`src/rtl/fu_issue_arbiter.sv`:
```
// Two-level round-robin issue arbiter: picks one class per cycle, then one unit inside it.
// All grant outputs are registered; last cycle's grant masks its class and unit.
module fu_issue_arbiter #(
    parameter int NUM_CLASSES     = 4,
    parameter int UNITS_PER_CLASS = 4,
    parameter int WFID_W          = 6,
    parameter int CLS_W           = $clog2(NUM_CLASSES),
    parameter int UNIT_W          = (UNITS_PER_CLASS > 1) ? $clog2(UNITS_PER_CLASS) : 1
) (
    input  logic                                   i_clk,
    input  logic                                   i_rst,
    input  logic [NUM_CLASSES-1:0]                 i_class_wf_valid,
    input  logic [NUM_CLASSES*WFID_W-1:0]          i_class_wf_id,
    input  logic [NUM_CLASSES*UNITS_PER_CLASS-1:0] i_unit_ready,
    input  logic [NUM_CLASSES-1:0]                 i_class_enable,
    input  logic                                   i_stall,
    output logic                                   o_issued_valid,
    output logic [WFID_W-1:0]                      o_issued_wfid,
    output logic [CLS_W-1:0]                       o_issued_class,
    output logic [NUM_CLASSES*UNITS_PER_CLASS-1:0] o_unit_select,
    output logic [NUM_CLASSES-1:0]                 o_class_ack
);

    localparam int NU = NUM_CLASSES * UNITS_PER_CLASS;

    logic                       r_issued_valid;
    logic [WFID_W-1:0]          r_issued_wfid;
    logic [CLS_W-1:0]           r_issued_class;
    logic [NU-1:0]              r_unit_select;
    logic [NUM_CLASSES-1:0]     r_class_ack;
    logic [CLS_W-1:0]           r_last_class;
    logic [UNIT_W-1:0]          r_last_unit [NUM_CLASSES];

    logic [NU-1:0]              w_ready_eff;
    logic [NUM_CLASSES-1:0]     w_class_elig;
    logic                       w_found;
    logic                       w_unit_found;
    logic                       w_grant;
    logic [CLS_W-1:0]           w_win_class;
    logic [UNIT_W-1:0]          w_win_unit;
    logic [UNITS_PER_CLASS-1:0] w_win_ready;
    logic [NU-1:0]              w_sel_onehot;
    logic [NUM_CLASSES-1:0]     w_ack_onehot;
    logic [WFID_W-1:0]          w_win_wfid;

    function automatic int wrap_add(input int base, input int step, input int modulus);
        return (base + step) % modulus;
    endfunction

    // The unit granted last cycle is not ready yet from the arbiter's point of view
    assign w_ready_eff = i_unit_ready & ~r_unit_select;
    assign w_grant     = w_found & ~i_stall;

    // Per-class eligibility, excluding the class acknowledged last cycle
    always_comb begin
        w_class_elig = '0;
        for (int c = 0; c < NUM_CLASSES; c++) begin
            w_class_elig[c] = i_class_wf_valid[c] & i_class_enable[c] & ~r_class_ack[c]
                              & (|w_ready_eff[c*UNITS_PER_CLASS +: UNITS_PER_CLASS]);
        end
    end

    // Round-robin class pick followed by round-robin unit pick in the winner
    always_comb begin
        w_found      = 1'b0;
        w_win_class  = '0;
        w_unit_found = 1'b0;
        w_win_unit   = '0;
        for (int k = 1; k <= NUM_CLASSES; k++) begin
            if (!w_found && w_class_elig[wrap_add(int'(r_last_class), k, NUM_CLASSES)]) begin
                w_found     = 1'b1;
                w_win_class = CLS_W'(wrap_add(int'(r_last_class), k, NUM_CLASSES));
            end else begin
                w_found = w_found;
            end
        end
        w_win_ready = w_ready_eff[int'(w_win_class)*UNITS_PER_CLASS +: UNITS_PER_CLASS];
        for (int k = 1; k <= UNITS_PER_CLASS; k++) begin
            if (!w_unit_found &&
                w_win_ready[wrap_add(int'(r_last_unit[w_win_class]), k, UNITS_PER_CLASS)]) begin
                w_unit_found = 1'b1;
                w_win_unit   = UNIT_W'(wrap_add(int'(r_last_unit[w_win_class]), k, UNITS_PER_CLASS));
            end else begin
                w_unit_found = w_unit_found;
            end
        end
        w_sel_onehot = '0;
        w_sel_onehot[int'(w_win_class)*UNITS_PER_CLASS + int'(w_win_unit)] = 1'b1;
        w_ack_onehot = '0;
        w_ack_onehot[w_win_class] = 1'b1;
        w_win_wfid = i_class_wf_id[int'(w_win_class)*WFID_W +: WFID_W];
    end

    // Grant outputs and round-robin pointers
    always_ff @(posedge i_clk) begin
        if (i_rst) begin
            r_issued_valid <= 1'b0;
            r_issued_wfid  <= '0;
            r_issued_class <= '0;
            r_unit_select  <= '0;
            r_class_ack    <= '0;
            r_last_class   <= CLS_W'(NUM_CLASSES - 1);
            for (int c = 0; c < NUM_CLASSES; c++) begin
                r_last_unit[c] <= UNIT_W'(UNITS_PER_CLASS - 1);
            end
        end else if (w_grant) begin
            r_issued_valid           <= 1'b1;
            r_issued_wfid            <= w_win_wfid;
            r_issued_class           <= w_win_class;
            r_unit_select            <= w_sel_onehot;
            r_class_ack              <= w_ack_onehot;
            r_last_class             <= w_win_class;
            r_last_unit[w_win_class] <= w_win_unit;
        end else begin
            r_issued_valid <= 1'b0;
            r_issued_wfid  <= '0;
            r_issued_class <= '0;
            r_unit_select  <= '0;
            r_class_ack    <= '0;
        end
    end

    assign o_issued_valid = r_issued_valid;
    assign o_issued_wfid  = r_issued_wfid;
    assign o_issued_class = r_issued_class;
    assign o_unit_select  = r_unit_select;
    assign o_class_ack    = r_class_ack;

endmodule

```
`config.mk`:
```
export PLATFORM = sky130hd
export DESIGN_NAME = fu_issue_arbiter
export DESIGN_NICKNAME = d
export VERILOG_FILES = /design/src/rtl/fu_issue_arbiter.sv
export SDC_FILE = /design/constraint.sdc
export NUM_CORES = 1
export LEC_CHECK = 0
export ABC_AREA = 0
export BUFFER_PORTS_ARGS = -buffer_cell sky130_fd_sc_hd__buf_2
export CORE_MARGIN = 2
export CORE_UTILIZATION = 51
export DETAILED_ROUTE_END_ITERATION = 7
export PLACE_DENSITY_LB_ADDON = 0.08
export SLEW_MARGIN = 5
export SYNTH_ARGS = -nofsm -noshare
export SYNTH_HDL_FRONTEND = slang
export SYNTH_SLANG_ARGS = --single-unit
```
`constraint.sdc`:
```
create_clock -name i_clk -period 5.1 [get_ports i_clk]
set_input_delay 0.765 -clock i_clk [delete_from_list [all_inputs] [get_ports i_clk]]
set_output_delay 0.765 -clock i_clk [all_outputs]
set_load 0.1 [all_outputs]
```
==> results.md <==
* Result of the run: finished, final reports clean
* Power per Cell Area at 318.7 nW/um2
* Static leakage power at 1.188 nW
* Number of detailed-route iterations in the first pass at 4
* Post-Synthesis Cell Area at 1934 um2
* Overall die area at 4301 um2
* Core Util, Final at 66.54%
* TritonCTS Buffers at 5
* Max-slew violation count at 0
* Critical-path cell with the highest stage delay: o22ai_1
* Global-route usage over all layers at 22.19%
* Net count after synthesis at 225
* CP top delay family: compound AO/OA/AOI/OAI gates
* Number of cells upsized or downsized after cts at 0
* Setup repair after global routing missed its margin: false
* Number of maximum-capacitance violations at 0
* Final hold vios at 0
* DRC at 0
* Delay of the slowest cell on the worst path at 760 ps
* Fraction of post-synthesis cell area in the top cell type by area at 32.08%
* Syn Inst Count at 174
* Tightest slew margin relative to the limit at 36.17%
* Most used standard cells in the synthesized netlist: 31 x dfxtp_1, 19 x nand2b_1, 17 x mux2i_1
* Data arrival, critical path at 3650 ps
* Number of synthesized flops with an enable pin at 8
* Initial DRC count at 120
* Final GP Congestion at 0.8297
* Antenna violations before repair at 0
* Count of unique library cells instantiated by Yosys at 37
* Die width at 65.59 um
* Max Root-Sink Buffers at 2
* Required arrival time at the worst endpoint at 5110 ps
* CTS Hold Buffers Added at 0
* Die Y at 65.59 um
* Quantity of I/O buffers inserted on ports at 79
* Crit-path max FO at 15
* Sum of buffers and inverters on the critical path at 2
* Share of flip-flops with an asynchronous set or reset after synthesis at 0%
* Clock Tree Root: clkbuf_8
* Startpoint-to-endpoint class of the critical path: primary input to flop
* Share of final-layout standard cells stronger than drive strength 1 at 41.57%
* Startpoint types: primary input
* Number of fill cells in the layout at 314
* Remaining number of nets flagged by the antenna check after routing at 0
* Top-count cell post-synth: dfxtp_1
* Count of placed standard cells including taps at 295
* Starting Density at 52.84%
* Placed Instance Area at 2355 um2
* Worst ir drop on vdd at 0.0001800 V
* Slew @ Worst Pin at 957.4 ps
* Placement-stage worst setup slack at 1183 ps
* Final critical-path setup slack at 1457 ps
* Clock tree from TritonCTS: built
* Final instance area at 2436 um2
* Total number of H-tree levels at 2
* Number of clock sinks at 39
* Final clock period utilization by the worst path at 71.44%
* Via count of the first global-routing pass at 1,523
* Yosys warning count at 0
* Register clock-pin slew on the reported worst setup and hold paths at 70 ps
* Class of the tightest hold or removal check: flop to flop
* Seq/Total Area, Yosys at 44.50%
* Fmax at 0.2745 GHz
* Cell breakdown of the critical path: buf_2, nand2b_1, a41o_1, nor2b_1, a21o_1, inv_1, mux2i_1, a31oi_1, o22ai_1, nand2_1
* Number of antenna cells inserted at 0
* Placeable Area at 3661 um2
* Area overhead of the layout relative to synthesis at 25.94%
* Clock latency reported for the late side of the worst-skew pair at 290 ps
* Library cell with the largest summed area after synthesis: dfxtp_1
* Overall overflow remaining after global route at 0
* Clock skew at 5.030 ps
* CP endpoint kind: flop
* Via count of the routed design at 1,657
* Time the worst path needs with I/O delays and setup at 3643 ps
* Setup TNS Final at 0 ps
* Largest cells by area after synthesis: dfxtp_1 32%, edfxtp_1 12%, mux2i_1 8.8%, mux4_2 7.0%, nand2b_1 6.1%
* Largest net degree at the start of global routing at 21
* Seq cells post-synth at 39
* WL final at 4398 um
* Final net count at 305
* Most used flip-flop cell after synthesis: dfxtp_1
* Synthesized area per cell at 11.12 um2
* Post-DR vias/cell at 5.469
* Per-cell routed wire length at 14.51 um
* Final count of negative-setup-slack endpoints at 0
* Cell Count, Final, Fillers Out at 303
* First-pass GRT wire length at 7051 um
* Rows at 22
* Setup Buffers After CTS at 0
* I/O Pins at 80
* Half-perimeter wire length after detailed placement at 3450 um
-- stage by stage --
step                      power (W)  hold WS, ps
after detailed placement  0.0005888        623.0
final                     0.0007763        652.9
after global placement    0.0005853        597.3
after global routing      0.0008169        705.9
after CTS                 0.0007795        642.9
after floorplan           0.0005370        563.0
-- where the power goes --
part,switching (W),leakage (nW),internal (W)
sequential,0.00000531,0.314,0.000328
combinational,0.000166,0.832,0.0000835
clock,0.0000980,0.0422,0.0000958
-- layer usage --
metal | share of wire, % | vias up | global-route usage (%) | routed length, um
li1 | - | 803 | - | -
met1 | 44 | 771 | 29.97 | 1928
met2 | 47 | 77 | 34.95 | 2058
met3 | 7.7 | 6 | 4.623 | 339
met4 | 1.6 | 0 | 8.594 | 71
met5 | 0 | - | 0 | 0
-- kinds of logic (layout without fill, tap and decap cells) --
logic type | after synthesis | after routing | share of synthesized area [%]
mux | 26 | 26 | 17.72
simple gates | 61 | 61 | 20.05
flops | 39 | 39 | 44.50
buf+inv | 17 | 98 | 4.527
compound gates | 31 | 31 | 13.20
-- cell type report --
cell class,instances,area [um2],share of cell area [%]
Multi-Input combinational cell,118,985.9,40.47
Sequential cell,39,860.8,35.34
Timing Repair Buffer,82,417.9,17.15
Clock buffer,7,76.32,3.133
Tap cell,48,60.06,2.465
Inverter,8,30.03,1.233
Clock inverter,1,5.005,0.2054
-- registers in the layout, indices dropped and copies added (netlist names) --
register        flops
o_class_ack         4
o_issued_class      2
o_issued_valid      1
o_issued_wfid       6
o_unit_select      16
r_last_class        2
r_last_unit         8
-- cells in the final DEF, fill, tap and decap left out, types with 2 or more instances in the layout --
cell type,count
buf_2,79
dfxtp_1,31
nand2b_1,19
mux2i_1,17
a211oi_1,10
and4_1,8
edfxtp_1,8
inv_1,7
nand2_1,7
nand3_1,6
mux4_2,6
and2_1,6
clkbuf_8,5
nand3b_1,4
nor2_1,4
a41o_1,3
buf_4,3
a41oi_2,2
nor2b_1,2
a31oi_1,2
o21ai_0,2
a21o_1,2
or2_2,2
o22ai_1,2
mux2_2,2
a21oi_1,2
a211o_1,2
clkbuf_1,2
-- path summary, 6_finish.rpt --
kind                           startpoint                      endpoint  slack [ps]  cells after the start
min          r_last_class[0]$_SDFFE_PP1P_  r_last_class[0]$_SDFFE_PP1P_         650                      2
min reg2reg  r_last_class[0]$_SDFFE_PP1P_  r_last_class[0]$_SDFFE_PP1P_         650                      2
max                      i_unit_ready[12]   r_last_unit[3][1]$_DFFE_PP_        1460                     10
max reg2reg  o_unit_select[12]$_SDFF_PN0_   r_last_unit[3][1]$_DFFE_PP_        1660                      9
-- tightest hold or removal path: stages (launching register included) --
cell and delay, ps:
dfxtp_1 370, nor2b_1 150, a211o_1 100
Power figures use the tool's default switching activity.
